===== config.mk =====
export PLATFORM = sky130hd
export DESIGN_NAME = mul_div_unit_flat
export DESIGN_NICKNAME = d
export VERILOG_FILES = /design/src/rtl/mdu_pkg.sv /design/src/rtl/mul_div_unit_if.sv /design/src/rtl/mdu_datapath.sv /design/src/rtl/mul_div_unit.sv /design/src/flat_wrapper.sv
export SDC_FILE = /design/constraint.sdc
export NUM_CORES = 1
export LEC_CHECK = 0
export BUFFER_PORTS_ARGS = -buffer_cell sky130_fd_sc_hd__buf_2
export CAP_MARGIN = 25
export CELL_PAD_IN_SITES_DETAIL_PLACEMENT = 2
export CELL_PAD_IN_SITES_GLOBAL_PLACEMENT = 2
export CORE_ASPECT_RATIO = 1.75
export CORE_MARGIN = 2
export CORE_UTILIZATION = 38
export CTS_CLUSTER_DIAMETER = 200
export DETAILED_ROUTE_END_ITERATION = 8
export PLACE_DENSITY = 0.86
export SYNTH_ARGS = -nofsm -noshare
export SYNTH_HDL_FRONTEND = slang
export SYNTH_SLANG_ARGS = --single-unit

===== constraint.sdc =====
create_clock -name clk -period 9.51 [get_ports clk]
set_input_delay 1.902 -clock clk [delete_from_list [all_inputs] [get_ports clk]]
set_output_delay 1.902 -clock clk [all_outputs]
set_load 0.1 [all_outputs]

===== src/rtl/mdu_pkg.sv =====
// Shared encodings and constants for the iterative multiply/divide unit.
// Latency: n/a (declarations only).
// Backpressure: n/a (declarations only).
package mdu_pkg;

    localparam int MDU_WIDTH   = 32;
    localparam int MDU_LATENCY = MDU_WIDTH + 1;

    typedef enum logic [1:0] {
        MDU_MULT  = 2'b00,
        MDU_MULTU = 2'b01,
        MDU_DIV   = 2'b10,
        MDU_DIVU  = 2'b11
    } mdu_op_e;

    typedef enum logic [1:0] {
        IDLE = 2'b00,
        CALC = 2'b01,
        FIX  = 2'b10
    } mdu_state_e;

    function automatic logic op_is_div(input logic [1:0] op);
        return (op == MDU_DIV) || (op == MDU_DIVU);
    endfunction

    function automatic logic op_is_signed(input logic [1:0] op);
        return (op == MDU_MULT) || (op == MDU_DIV);
    endfunction

endpackage


===== src/rtl/mul_div_unit_if.sv =====
// Request/result bundle between the control path and the multiply/divide unit.
// Latency: n/a (wires only).
// Backpressure: busy from the unit stalls the control path; start is dropped while busy.
interface mul_div_unit_if #(
    parameter int WIDTH = 32
);
    logic             start;
    logic [1:0]       op;
    logic [WIDTH-1:0] rs_val;
    logic [WIDTH-1:0] rt_val;
    logic             hi_we;
    logic             lo_we;
    logic [WIDTH-1:0] wd;
    logic             busy;
    logic             done;
    logic [WIDTH-1:0] hi;
    logic [WIDTH-1:0] lo;

    modport master (
        output start, op, rs_val, rt_val, hi_we, lo_we, wd,
        input  busy, done, hi, lo
    );

    modport slave (
        input  start, op, rs_val, rt_val, hi_we, lo_we, wd,
        output busy, done, hi, lo
    );
endinterface


===== src/rtl/mdu_datapath.sv =====
// Shift-add multiplier / restoring divider on operand magnitudes with sign fix-up on the result.
// Latency: one step per strobe; WIDTH steps after load give the final result.
// Backpressure: none; sequencing is entirely owned by the controlling FSM.
module mdu_datapath
    import mdu_pkg::*;
#(
    parameter int WIDTH = MDU_WIDTH
) (
    input  logic             clk,
    input  logic             rst,
    input  logic             load,
    input  logic             step,
    input  logic [1:0]       op,
    input  logic [WIDTH-1:0] rs_val,
    input  logic [WIDTH-1:0] rt_val,
    output logic [WIDTH-1:0] res_hi,
    output logic [WIDTH-1:0] res_lo
);

    logic             sign_a;
    logic             sign_b;
    logic [WIDTH-1:0] mag_a;
    logic [WIDTH-1:0] mag_b;

    // acc_q: running product high half / partial remainder.
    // q_q:   multiplier being shifted out / dividend shifting into quotient.
    logic [WIDTH-1:0] acc_q;
    logic [WIDTH-1:0] q_q;
    logic [WIDTH-1:0] m_q;
    logic             is_div_q;
    logic             neg_main_q;
    logic             neg_rem_q;

    logic [WIDTH:0]     mul_sum;
    logic [WIDTH-1:0]   div_low;
    logic               div_ok;
    logic [WIDTH-1:0]   div_sub;
    logic [2*WIDTH-1:0] prod;
    logic [2*WIDTH-1:0] prod_fix;

    assign sign_a = op_is_signed(op) & rs_val[WIDTH-1];
    assign sign_b = op_is_signed(op) & rt_val[WIDTH-1];
    assign mag_a  = sign_a ? -rs_val : rs_val;
    assign mag_b  = sign_b ? -rt_val : rt_val;

    // One iteration of either algorithm. The divide trial subtract is done on
    // WIDTH bits: the bit shifted out of acc_q forces a subtract, and the
    // true difference is then always below the divisor so WIDTH bits suffice.
    always_comb begin
        mul_sum = {1'b0, acc_q} + (q_q[0] ? {1'b0, m_q} : '0);
        div_low = {acc_q[WIDTH-2:0], q_q[WIDTH-1]};
        div_ok  = acc_q[WIDTH-1] | (div_low >= m_q);
        div_sub = div_low - m_q;
    end

    // Operand capture on load, then one shift-add or shift-subtract per step.
    always_ff @(posedge clk or negedge rst) begin
        if (!rst) begin
            acc_q      <= '0;
            q_q        <= '0;
            m_q        <= '0;
            is_div_q   <= 1'b0;
            neg_main_q <= 1'b0;
            neg_rem_q  <= 1'b0;
        end else if (load) begin
            acc_q      <= '0;
            q_q        <= mag_a;
            m_q        <= mag_b;
            is_div_q   <= op_is_div(op);
            // Divide by zero keeps the all-ones quotient unsigned.
            neg_main_q <= (sign_a ^ sign_b) & ~(op_is_div(op) & (rt_val == '0));
            neg_rem_q  <= sign_a;
        end else if (step) begin
            if (is_div_q) begin
                acc_q <= div_ok ? div_sub : div_low;
                q_q   <= {q_q[WIDTH-2:0], div_ok};
            end else begin
                acc_q <= mul_sum[WIDTH:1];
                q_q   <= {mul_sum[0], q_q[WIDTH-1:1]};
            end
        end
    end

    // Sign correction and HI/LO placement of the finished magnitudes.
    always_comb begin
        prod     = {acc_q, q_q};
        prod_fix = neg_main_q ? -prod : prod;
        if (is_div_q) begin
            res_hi = neg_rem_q  ? -acc_q : acc_q;
            res_lo = neg_main_q ? -q_q   : q_q;
        end else begin
            res_hi = prod_fix[2*WIDTH-1:WIDTH];
            res_lo = prod_fix[WIDTH-1:0];
        end
    end

endmodule


===== src/rtl/mul_div_unit.sv =====
// MIPS HI/LO multiply/divide unit: MULT/MULTU/DIV/DIVU iteratively, plus MTHI/MTLO writes.
// Latency: WIDTH+1 cycles busy after the start edge; done pulses the cycle after.
// Backpressure: busy stalls fetch/decode; start and MTHI/MTLO are ignored while busy.
module mul_div_unit
    import mdu_pkg::*;
#(
    parameter int WIDTH = MDU_WIDTH
) (
    input  logic          clk,
    input  logic          rst,
    mul_div_unit_if.slave bus
);

    localparam int CNT_W = $clog2(WIDTH);

    mdu_state_e       state_q;
    mdu_state_e       state_d;
    logic [CNT_W-1:0] cnt_q;
    logic             dp_load;
    logic             dp_step;
    logic             res_we;
    logic             done_q;
    logic [WIDTH-1:0] hi_q;
    logic [WIDTH-1:0] lo_q;
    logic [WIDTH-1:0] res_hi;
    logic [WIDTH-1:0] res_lo;

    mdu_datapath #(
        .WIDTH (WIDTH)
    ) u_datapath (
        .clk    (clk),
        .rst    (rst),
        .load   (dp_load),
        .step   (dp_step),
        .op     (bus.op),
        .rs_val (bus.rs_val),
        .rt_val (bus.rt_val),
        .res_hi (res_hi),
        .res_lo (res_lo)
    );

    assign bus.busy = (state_q != IDLE);
    assign bus.done = done_q;
    assign bus.hi   = hi_q;
    assign bus.lo   = lo_q;

    // Next-state and datapath strobes.
    always_comb begin
        state_d = state_q;
        dp_load = 1'b0;
        dp_step = 1'b0;
        res_we  = 1'b0;
        unique case (state_q)
            IDLE: begin
                if (bus.start) begin
                    dp_load = 1'b1;
                    state_d = CALC;
                end
            end
            CALC: begin
                dp_step = 1'b1;
                if (cnt_q == '0) begin
                    state_d = FIX;
                end
            end
            FIX: begin
                res_we  = 1'b1;
                state_d = IDLE;
            end
            default: state_d = IDLE;
        endcase
    end

    // State register; reset aborts any operation in flight.
    always_ff @(posedge clk or negedge rst) begin
        if (!rst) begin
            state_q <= IDLE;
        end else begin
            state_q <= state_d;
        end
    end

    // Iteration counter: loaded with WIDTH-1 so CALC lasts exactly WIDTH cycles.
    always_ff @(posedge clk or negedge rst) begin
        if (!rst) begin
            cnt_q <= '0;
        end else if (dp_load) begin
            cnt_q <= CNT_W'(WIDTH - 1);
        end else if (dp_step) begin
            cnt_q <= cnt_q - CNT_W'(1);
        end
    end

    // HI/LO: result write on FIX exit, otherwise MTHI/MTLO only while idle.
    always_ff @(posedge clk or negedge rst) begin
        if (!rst) begin
            hi_q <= '0;
            lo_q <= '0;
        end else if (res_we) begin
            hi_q <= res_hi;
            lo_q <= res_lo;
        end else if (state_q == IDLE) begin
            if (bus.hi_we) hi_q <= bus.wd;
            if (bus.lo_we) lo_q <= bus.wd;
        end
    end

    // done marks the first cycle HI/LO show a new result, already back in IDLE.
    always_ff @(posedge clk or negedge rst) begin
        if (!rst) begin
            done_q <= 1'b0;
        end else begin
            done_q <= res_we;
        end
    end

endmodule

===== src/flat_wrapper.sv =====
// flat-port wrapper written by rule: the top's interface ports become plain ports
module mul_div_unit_flat import mdu_pkg::*;
#(
    parameter int WIDTH = MDU_WIDTH
)
  (clk, rst, bus_start, bus_op, bus_rs_val, bus_rt_val, bus_hi_we, bus_lo_we, bus_wd, bus_busy, bus_done, bus_hi, bus_lo);
  mul_div_unit_if #(.WIDTH(WIDTH)) bus_i ();
  input  logic clk;
  input  logic rst;
  input wire logic [$bits(bus_i.start)-1:0] bus_start;
  input wire logic [$bits(bus_i.op)-1:0] bus_op;
  input wire logic [$bits(bus_i.rs_val)-1:0] bus_rs_val;
  input wire logic [$bits(bus_i.rt_val)-1:0] bus_rt_val;
  input wire logic [$bits(bus_i.hi_we)-1:0] bus_hi_we;
  input wire logic [$bits(bus_i.lo_we)-1:0] bus_lo_we;
  input wire logic [$bits(bus_i.wd)-1:0] bus_wd;
  output wire logic [$bits(bus_i.busy)-1:0] bus_busy;
  output wire logic [$bits(bus_i.done)-1:0] bus_done;
  output wire logic [$bits(bus_i.hi)-1:0] bus_hi;
  output wire logic [$bits(bus_i.lo)-1:0] bus_lo;
  assign bus_i.start = bus_start;
  assign bus_i.op = bus_op;
  assign bus_i.rs_val = bus_rs_val;
  assign bus_i.rt_val = bus_rt_val;
  assign bus_i.hi_we = bus_hi_we;
  assign bus_i.lo_we = bus_lo_we;
  assign bus_i.wd = bus_wd;
  assign bus_busy = bus_i.busy;
  assign bus_done = bus_i.done;
  assign bus_hi = bus_i.hi;
  assign bus_lo = bus_i.lo;
  mul_div_unit #(.WIDTH(WIDTH)) u_core (.clk(clk), .rst(rst), .bus(bus_i));
endmodule

* Word level (Yosys, flattened, before mapping)
Cells that the tools add are included.
** Word-level totals
- Flip-flop bits (word level) :: 171
- Latch bits :: 0
- Bits in writable memories :: 0
- Bits in read-only memories :: 0
- Bits of input ports :: 103
- Output and inout bits :: 66
- Logic and storage cells :: 77
- Memories kept :: 0
** Cells by class
- Add/subtract/negate cells :: 8
- $mul :: 0
- Divide/modulo/power cells :: 0
- $lt $le $gt $ge :: 1
- Equal/unequal tests :: 6
- Shift-type cells :: 0
- Multiplexer cells :: 30
- Bitwise operators :: 7
- Reductions and logical operators :: 14
** Operator list (number)
- 32-bit 2-to-1 mux :: 20
- 32-bit negator :: 4
- 64-bit 2-to-1 mux :: 1
- 64-bit negator :: 1
- 32-bit by 32-bit adder with 33-bit output :: 1
- 32-bit greater-or-equal comparator :: 1
- 32-bit logical NOT :: 1
- 32-bit subtractor :: 1
- 5-bit 2-to-1 mux :: 2
- 2-bit nonzero test :: 5
- 2-bit equality test, second input constant :: 3
- 2-bit AND reduction :: 3
- 5-bit logical NOT :: 1
- 5-bit by 1-bit subtractor with 5-bit output, second input constant :: 1
- 1-bit bitwise AND :: 4
- 2-bit logical NOT :: 2
- 1-bit 2-to-1 mux :: 4
- 2-bit 2-to-1 mux :: 2
- 2-bit one-hot mux with 2 select lines :: 1
- 2-bit by 1-bit equality test with 1-bit output, second input constant :: 1
- 1-bit logical OR :: 2
- 2-bit by 1-bit != test with 1-bit output, second input constant :: 1
- 2-bit != test, second input constant :: 1
- 1-bit inverter :: 1
- other kinds (2) :: 2

* Depth between registers and ports, before layout
Gate-level depths: netlist of run 1.
- Word-level depth :: 6
- Mapped depth :: 15

* Hierarchy
Synthesis of run 1 repeated with hierarchy kept, for this count alone.
** Second synthesis, totals
- Cells, all modules :: 1841
- Area, all modules :: 14614.0 µm²
** Modules (own cells, without submodules)
- mdu_datapath :: instances 1, cells an instance 1530, area an instance 11255.8 µm²
- mul_div_unit :: instances 1, cells an instance 311, area an instance 3358.2 µm²

* Least setup slack after synthesis of run 1
Ideal clock, no wire load.
- Path kind :: input -> register
- From :: in bus_rt_val[10]
- To :: reg u_core.u_datapath.m_q[28]
- Setup time :: 0.133 ns
- Arrival :: 4.006 ns
- Setup slack :: 5.371 ns
- Stages :: 8
- Cells stage by stage :: or4_1 > nor2_1 > nand2_1 > or4_1 > nor4_1 > a31oi_1 > xnor2_1 > o21ai_0
** Between the ends
- Word-level cells in the longest chain between the ends :: 2
** Ends and longest elaborated chain
- from (decl) :: line flat_wrapper.sv:13 : input wire logic [$bits(bus_i.rt_val)-1:0] bus_rt_val;
- 32-bit negator :: line mdu_datapath.sv:44 : assign mag_b = sign_b ? -rt_val : rt_val;
- 32-bit 2-to-1 mux :: line mdu_datapath.sv:44
- to (signal assigned) :: line mdu_datapath.sv:68 : m_q <= mag_b;
- to (decl) :: line mdu_datapath.sv:29 : logic [WIDTH-1:0] m_q;
No other way between the ends.
A chain may end at the register's enable or synchronous reset.

* Worst setup path in the final report of run 1
- From :: in bus_rt_val[0]
- To :: reg u_core.u_datapath.m_q[28]
Same word-level chain as after synthesis.

==> impl_metrics.yaml, run 1 <==
routing:
  drtIter0Drc: 603
  vias: 14750
  wl_um: 65150
  post_drt_wl_per_cell_um: 27.10
  postRouteAntennaNets: 0
  viasPerCell: 6.137
  drtPass1Iterations: 5
  route.detailed.drc: 0
grt:
  grt_pass1_vias: 16680
  grt_pass1_wl_um: 98280
  antenna_found_initial: 1
  overflow: 0
  grt_max_degree: 72
  track_usage_pct: 33.26
final_layout:
  layout-drive-gt1-share_pct: 13.26
  fin_util_pct: 43.01
  n_fill_cell: 4322
  final_nets: 2085
  area_growth_syn_to_layout_pct: 12.15
power:
  p_leak_nw: 7.052
  pwr-share-comb_pct: 67.8
  pwr-share-seq_pct: 21.9
  power.internal_mw: 2.990
  clkPwrFrac_pct: 10.4
  switchingPower_mw: 4.287
  power_density_mw_per_mm2: 452.3
  p_sw_share_pct: 58.91
  vdd_ir_drop_max_uv: 146.1
clocking:
  clock_sinks: 171
  cts.repair.resized: 0
  clk_pin_slew_worst_paths_ns: 0.08
  tritoncts.num_buffers: 17
  cts_hold_buf: 0
  cts_tree: "built"
  clk_latency_ns: 0.47
  cts_setup_buffers: 0
  clock-root-buffer: "clkbuf_16"
  ctsHtreeMaxLevel: 4
  cts_max_path_buffers: 2
synthesis:
  synth-edff-count: 0
  synth_compound_area_share_pct: 25.76
  synth_ff_type: "dfrtp_1"
  syn_area_mm2: 0.01435
  yosys.area_share.xor_xnor_pct: 10.32
  yosys_warnings: 0
  synth-simple-area-share_pct: 19.22
  ys_ff_latch: 171
  netlist.area_leader.share_pct: 29.83
  synth_cells: 1812
  synth_top_family_by_area: "compound AO/OA/AOI/OAI gates"
  synthTopCellsByArea: "dfrtp_1 (30%), o21ai_0 (6.3%), ha_1 (6.1%)"
  postSynthAreaPerCell_um2: 7.917
  synth-adder-area-share_pct: 6.385
  synth_cell_type_count: 79
  yosysMostFrequentCell: "nand2_1"
  synth_seq_area_share_pct: 29.83
  synth_mux_area_share_pct: 3.314
  synth_area_leader_cell: "dfrtp_1"
  syn-num-nets: 1987
  ys_async_sr_fraction_pct: 100.0
  synth_commonest_cells: "nand2_1 (205), o21ai_0 (182), nor2_1 (175)"
sta:
  fin_worst_skew_ns: 0.02019
  fmaxAchievable_mhz: 224.3
  grt_setup_unrepaired: "no"
  timing_hold_violations_final: 0
  min_period_ns: 4.458
  setup_tns_ns: 0
  slew_headroom_pct: 28.71
  setup_viol: 0
  tightest_slew_ns: 1.065
  slew_viol_final: 0
  min_period_over_period_pct: 46.88
critical_path:
  cp.buffers_inverters: 2
  crit_path_end_kind: "register"
  path_depth: 12
  path_max_fanout: 5
  reg2reg_slack_ns: 5.14
  r2r-start: "u_core.u_datapath.q_q[31]$_DFFE_PN0P_"
  cp_cell_sequence: "buf_2, inv_1, ha_1, nand2b_1, nand3b_1, nor2_1, nand2_1, or4_1, nor4_1, a31oi_1, xnor2_1, o21ai_0"
  r2r_cells: 11
  cpLargestDelayFamily: "simple AND/OR/NAND/NOR gates"
  r2r-end: "u_core.u_datapath.acc_q[30]$_DFFE_PN0P_"
  critPathSlowestCell: "nor4_1"
  start_kind: "input port"
  arrival_ns: 4.78
  setup.worst_path.start: "bus_rt_val[0]"
  crit_end: "u_core.u_datapath.m_q[28]$_DFFE_PN0P_"
  cpPeakStageDelay_ns: 0.76
  worstSetupPathType: "in -> reg"
  crit_required_ns: 9.83
floorplan:
  initial_core_util_pct: 38.35
  pin_count: 169
  dieArea_mm2: 0.03938
  num_rows: 94
  die_y_um: 261.0
  coreArea_mm2: 0.03740
  die_x_um: 150.9
min_path:
  min_path_type: "reg -> reg"
place:
  dpl.hpwl_um: 49750
  io_buffers: 168
  place_congestion: 0.9332
outcome:
  status: "completed"
run:
  maxCapViolCount: 0
==> flip-flops by register name, summed over array words and instances, names as in the netlist <==
register and count:
u_core.u_datapath.neg_main_q 1, u_core.u_datapath.acc_q 32, u_core.state_q 2, u_core.cnt_q 5, u_core.u_datapath.m_q 32, u_core.u_datapath.neg_rem_q 1
u_core.u_datapath.q_q 32, u_core.bus.done 1, u_core.bus.lo 32, u_core.bus.hi 32, u_core.u_datapath.is_div_q 1
==> how the worst min path moves through the flow <==
stage / start / to / slack, ns / cells after the start
floorplan: u_core.u_datapath.m_q[10]$_DFFE_PN0P_ / u_core.u_datapath.m_q[10]$_DFFE_PN0P_ / 0.45 / 2
global placement: u_core.bus.lo[10]$_DFFE_PN0P_ / u_core.bus.lo[10]$_DFFE_PN0P_ / 0.46 / 2
detailed placement: u_core.u_datapath.m_q[23]$_DFFE_PN0P_ / u_core.u_datapath.m_q[23]$_DFFE_PN0P_ / 0.48 / 2
CTS: u_core.u_datapath.m_q[23]$_DFFE_PN0P_ / u_core.u_datapath.m_q[23]$_DFFE_PN0P_ / 0.49 / 2
global route: u_core.bus.lo[22]$_DFFE_PN0P_ / u_core.bus.lo[22]$_DFFE_PN0P_ / 0.51 / 1
finish: u_core.u_datapath.m_q[23]$_DFFE_PN0P_ / u_core.u_datapath.m_q[23]$_DFFE_PN0P_ / 0.49 / 2
==> worst register-to-register path, cell delays in order (launching register included) <==
cell	delay, ns
dfrtp_1	0.55
inv_1	0.11
ha_1	0.24
fa_1	0.38
nor2b_1	0.22
o221ai_1	0.28
a211oi_1	0.54
o31ai_1	0.32
o41ai_1	0.68
o21ai_0	0.33
o311ai_0	0.43
nand3_1	0.15
==> power by group through the flow <==
stage | clock (mW) | combinational (mW) | sequential, mW
floorplan | 0 | 2.82 | 2.05
global placement | 0 | 4.63 | 1.55
detailed placement | 0 | 4.83 | 1.58
CTS | 0.763 | 4.90 | 1.58
global route | 0.790 | 5.27 | 1.63
finish | 0.756 | 4.93 | 1.59
==> layout make-up <==
type	instances	area [um2]	share of cell area [%]
inverters	68	255.2	1.587
multi-input cells	1466	9363	58.20
flip-flops and latches	171	4280	26.61
diodes	1	2.502	0.01555
clock inverters	15	178.9	1.112
well taps	480	600.6	3.733
clock buffers	17	425.4	2.644
repair buffers	186	982.2	6.105
==> routing by layer <==
layer | global-route usage, % | part of all wire [%] | up-vias
li1 | - | - | 6715
met5 | 0 | 0 | -
met1 | 30.53 | 33 | 7434
met3 | 4.129 | 2.9 | 219
met4 | 29.00 | 10 | 0
met2 | 62.95 | 54 | 386
==> kinds of logic after synthesis <==
| kind of cell | Yosys count |
|---|---|
| XOR/XNOR | 169 |
| buffers and inverters | 175 |
| AO/OA/AOI/OAI | 594 |
| multiplexers | 47 |
| AND/OR/NAND/NOR | 584 |
| flip-flops | 171 |
| adder cells (fa/ha/maj) | 72 |
==> metrics by stage <==
step	hold WS, ns	power [mW]	instance area (um2)	setup WS (ns)	instances
finish	0.4898	7.277	16090	5.052	2404
global route	0.5114	7.691	16090	4.734	2404
CTS	0.4926	7.237	16090	5.073	2403
detailed placement	0.4751	6.413	15480	4.715	2371
global placement	0.4568	6.186	15480	4.851	2371
floorplan	0.4498	4.861	14350	5.371	1812
==> cell usage in the layout, fill, tap and decap left out, drive strengths merged, types with 7 or more instances in the layout <==
cell and n:
nand2 205, buf 186, o21ai 182, nor2 175, dfrtp 171, a21oi 148, xnor2 97, inv 75
xor2 72, ha 70, mux2i 43, a21o 40, nor3 37, o211ai 33, o31ai 32, nand3 25
a31oi 20, nor4 20, o22ai 18, o21a 18, a211oi 17, clkbuf 17, nand4 16, or4 16
o41ai 15, nand2b 15, nor2b 14, and2 12, or3 12, and3 10, o221ai 8, a22oi 7
or2 7, o21bai 7
Power figures use the tool's default switching activity.
==> run 2: changes to the inputs <==
--- a/config.mk
+++ b/config.mk
@@ -5,16 +5,17 @@
 export SDC_FILE = /design/constraint.sdc
 export NUM_CORES = 1
 export LEC_CHECK = 0
+export ABC_AREA = 1
 export BUFFER_PORTS_ARGS = -buffer_cell sky130_fd_sc_hd__buf_2
 export CAP_MARGIN = 25
 export CELL_PAD_IN_SITES_DETAIL_PLACEMENT = 2
 export CELL_PAD_IN_SITES_GLOBAL_PLACEMENT = 2
 export CORE_ASPECT_RATIO = 1.75
 export CORE_MARGIN = 2
-export CORE_UTILIZATION = 38
+export CORE_UTILIZATION = 29
 export CTS_CLUSTER_DIAMETER = 200
 export DETAILED_ROUTE_END_ITERATION = 8
-export PLACE_DENSITY = 0.86
+export PLACE_DENSITY = 0.77
 export SYNTH_ARGS = -nofsm -noshare
 export SYNTH_HDL_FRONTEND = slang
 export SYNTH_SLANG_ARGS = --single-unit
==> constraint.sdc (replaced) <==
create_clock -name clk -period 3.87 [get_ports clk]
set_input_delay 0.774 -clock clk [delete_from_list [all_inputs] [get_ports clk]]
set_output_delay 0.774 -clock clk [all_outputs]
set_load 0.1 [all_outputs]
==> run 2 against run 1 <==
  * Register-to-register slack got worse by 4.6 ns
  * Synthesized cell count increased by 59%
  * First-iteration DRC count increased by 35%
  * Final cell count increased by 58%
  * Non-clock buffer count increased by 22
  * Die area increased by 54%
  * Critical path depth increased by 3
  * Highest routed layer unchanged
==> impl_metrics.yaml, run 2 <==
floorplan:
  initial_core_util_pct: 29.31
  die_y_um: 324.6
  dieArea_mm2: 0.06077
  die_x_um: 187.2
  pin_count: 169
  coreArea_mm2: 0.05812
  num_rows: 117
synthesis:
  synth-simple-area-share_pct: 38.81
  synth_cells: 2881
  synth_top_family_by_area: "simple AND/OR/NAND/NOR gates"
  synth_commonest_cells: "nand2_1 (796), inv_1 (395), nor2_1 (325)"
  syn-num-nets: 3056
  synth_area_leader_cell: "dfrtp_1"
  synth_mux_area_share_pct: 0
  synth-adder-area-share_pct: 5.377
  yosys.area_share.xor_xnor_pct: 1.851
  ys_ff_latch: 171
  synth-edff-count: 0
  synthTopCellsByArea: "dfrtp_1 (25%), nand2_1 (18%), inv_1 (8.7%)"
  synth_compound_area_share_pct: 17.42
  synth_seq_area_share_pct: 25.12
  synth_cell_type_count: 54
  synth_ff_type: "dfrtp_1"
  yosys_warnings: 0
  ys_async_sr_fraction_pct: 100.0
  yosysMostFrequentCell: "nand2_1"
  postSynthAreaPerCell_um2: 5.912
  netlist.area_leader.share_pct: 25.12
  syn_area_mm2: 0.01703
grt:
  track_usage_pct: 31.79
  grt_pass1_vias: 23410
  busiest_layer: "met2"
  grt_use_met2_pct: 60.35
  grt_max_degree: 85
  grtUsageMet3_pct: 4.322
  grt_pass1_wl_um: 144500
  grt_use_met1_pct: 27.39
  antenna_found_initial: 1
  overflow: 0
sta:
  fmaxAchievable_mhz: 298.2
  min_period_ns: 3.354
  grt_setup_unrepaired: "no"
  tightest_slew_ns: 0.8857
  setup_ws_ns: 0.5162
  fin_worst_skew_ns: 0.02517
  min_period_over_period_pct: 86.66
  setup_viol: 0
  setup_tns_ns: 0
  slew_viol_final: 0
  timing_hold_violations_final: 0
  slew_headroom_pct: 40.33
routing:
  vias: 20930
  drtIter0Drc: 813
  postRouteAntennaNets: 0
  wl_um: 97260
  viasPerCell: 5.505
  drtPass1Iterations: 7
  post_drt_wl_per_cell_um: 25.59
  route.detailed.drc: 0
clocking:
  cts.repair.resized: 0
  clock-root-buffer: "clkbuf_16"
  cts_max_path_buffers: 2
  cts_hold_buf: 0
  clock_sinks: 171
  clk_pin_slew_worst_paths_ns: 0.10
  tritoncts.num_buffers: 17
  cts_setup_buffers: 0
  cts_tree: "built"
  clk_latency_ns: 0.50
  ctsHtreeMaxLevel: 4
critical_path:
  cp.buffers_inverters: 2
  critPathSlowestCell: "nand4_1"
  worst_path_most_repeated_cell: "nand2_1"
  arrival_ns: 3.74
  cp_cell_sequence: "clkinv_1, ha_1, fa_1, inv_1, nand3_1, nand2_1, nand2_1, nand2_1, nand2_1, nand3_2, nand2_4, nand2_8, nand4_1, nand4_1, nand2_1"
  worstSetupPathType: "reg -> reg"
  cpPeakStageDelay_ns: 0.47
  start_kind: "register"
  cpLargestDelayFamily: "simple AND/OR/NAND/NOR gates"
  path_max_fanout: 46
  crit_required_ns: 4.26
  crit_path_end_kind: "register"
outcome:
  status: "completed"
place:
  dpl.hpwl_um: 80170
  io_buffers: 168
  place_congestion: 0.9866
  pre_cts_slack_ns: 0.6503
final_layout:
  n_fill_cell: 7437
  area_growth_syn_to_layout_pct: 13.82
  layout-drive-gt1-share_pct: 9.944
  final_cell_mix: "nand2_1 (795), inv_1 (395), nor2_1 (322)"
  final_nets: 3189
  final_common_cell: "nand2_1"
min_path:
  min_path_type: "in -> async"
run:
  maxCapViolCount: 0
## run 2: cell types whose count changed in the layout (fill, tap and decap cells not counted), moves of 28 or more
cell,previous run,this run
inv_1,67,395
o211ai_1,33,5
o31ai_1,32,2
nand4_1,15,50
xor2_1,72,23
xnor2_1,97,13
mux2i_1,43,0
a21o_1,40,8
a21oi_1,148,231
nand2_1,204,795
nand3_1,25,280
nor2_1,173,322
o21ai_0,182,221
## run 2: worst paths after layout
kind / start / end / slack, ns / cells after the start
setup reg to reg: u_core.u_datapath.q_q[31]$_DFFE_PN0P_ / u_core.u_datapath.acc_q[9]$_DFFE_PN0P_ / 0.52 / 15
hold / removal: rst / u_core.bus.lo[19]$_DFFE_PN0P_ / 0.26 / 1
max in group asynchronous: rst / u_core.u_datapath.is_div_q$_DFFE_PN0P_ / 2.73 / 2
min in group clk: u_core.cnt_q[0]$_DFFE_PN0P_ / u_core.cnt_q[0]$_DFFE_PN0P_ / 0.50 / 2
hold reg to reg: u_core.cnt_q[0]$_DFFE_PN0P_ / u_core.cnt_q[0]$_DFFE_PN0P_ / 0.50 / 2
setup / recovery: u_core.u_datapath.q_q[31]$_DFFE_PN0P_ / u_core.u_datapath.acc_q[9]$_DFFE_PN0P_ / 0.52 / 15
## run 2: worst reg2reg max path, stage by stage, from the launching register on
cell      delay, ns
dfrtp_1        0.42
clkinv_1       0.13
ha_1           0.27
fa_1           0.42
inv_1          0.07
nand3_1        0.07
nand2_1        0.15
nand2_1        0.07
nand2_1        0.22
nand2_1        0.16
nand3_2        0.11
nand2_4        0.09
nand2_8        0.31
nand4_1        0.49
nand4_1        0.22
nand2_1        0.07
## run 2: per-layer routing
metal | part of all wire, % | vias to the layer above
met5 | 0 | -
met4 | 12 | 0
met3 | 3.1 | 353
met2 | 53 | 548
met1 | 32 | 10420
li1 | - | 9606
## run 2: area by class of cell
| cell class | count | area [um2] | area share, % |
|---|---|---|---|
| inverters | 408 | 1531 | 7.899 |
| well taps | 773 | 967.2 | 4.988 |
| diodes | 1 | 2.502 | 0.01291 |
| multi-input cells | 2208 | 10840 | 55.89 |
| clock buffers | 17 | 425.4 | 2.194 |
| clock inverters | 15 | 171.4 | 0.8841 |
| repair buffers | 208 | 1172 | 6.047 |
| flip-flops and latches | 171 | 4282 | 22.08 |
## run 2: cell families (layout without fill, tap and decap cells)
| kind of cell | count (synthesis) | in the layout |
|---|---|---|
| DFF | 171 | 171 |
| buffers and inverters | 502 | 648 |
| adders and majority gates | 72 | 72 |
| other | 0 | 1 |
| AOI/OAI and AO/OA | 550 | 550 |
| xor gates and xnor gates | 36 | 36 |
| and+or+nand+nor | 1550 | 1550 |
## run 2: per-stage QoR
step	std cells	hold slack, ns	utilization, %	cell area [um2]
2_1_floorplan	2881	0.4517	-	17030
3_3_place_gp	3768	0.4640	32.33	18790
3_5_place_dp	3768	0.4826	32.33	18790
4_1_cts	3800	0.3053	33.36	19390
5_1_grt	3800	0.3135	33.36	19390
6_report	3801	0.2630	33.36	19390
Power of run 2 is not shown: default switching activity piles up to over one toggle a cycle in this logic, so the estimate is an artifact.
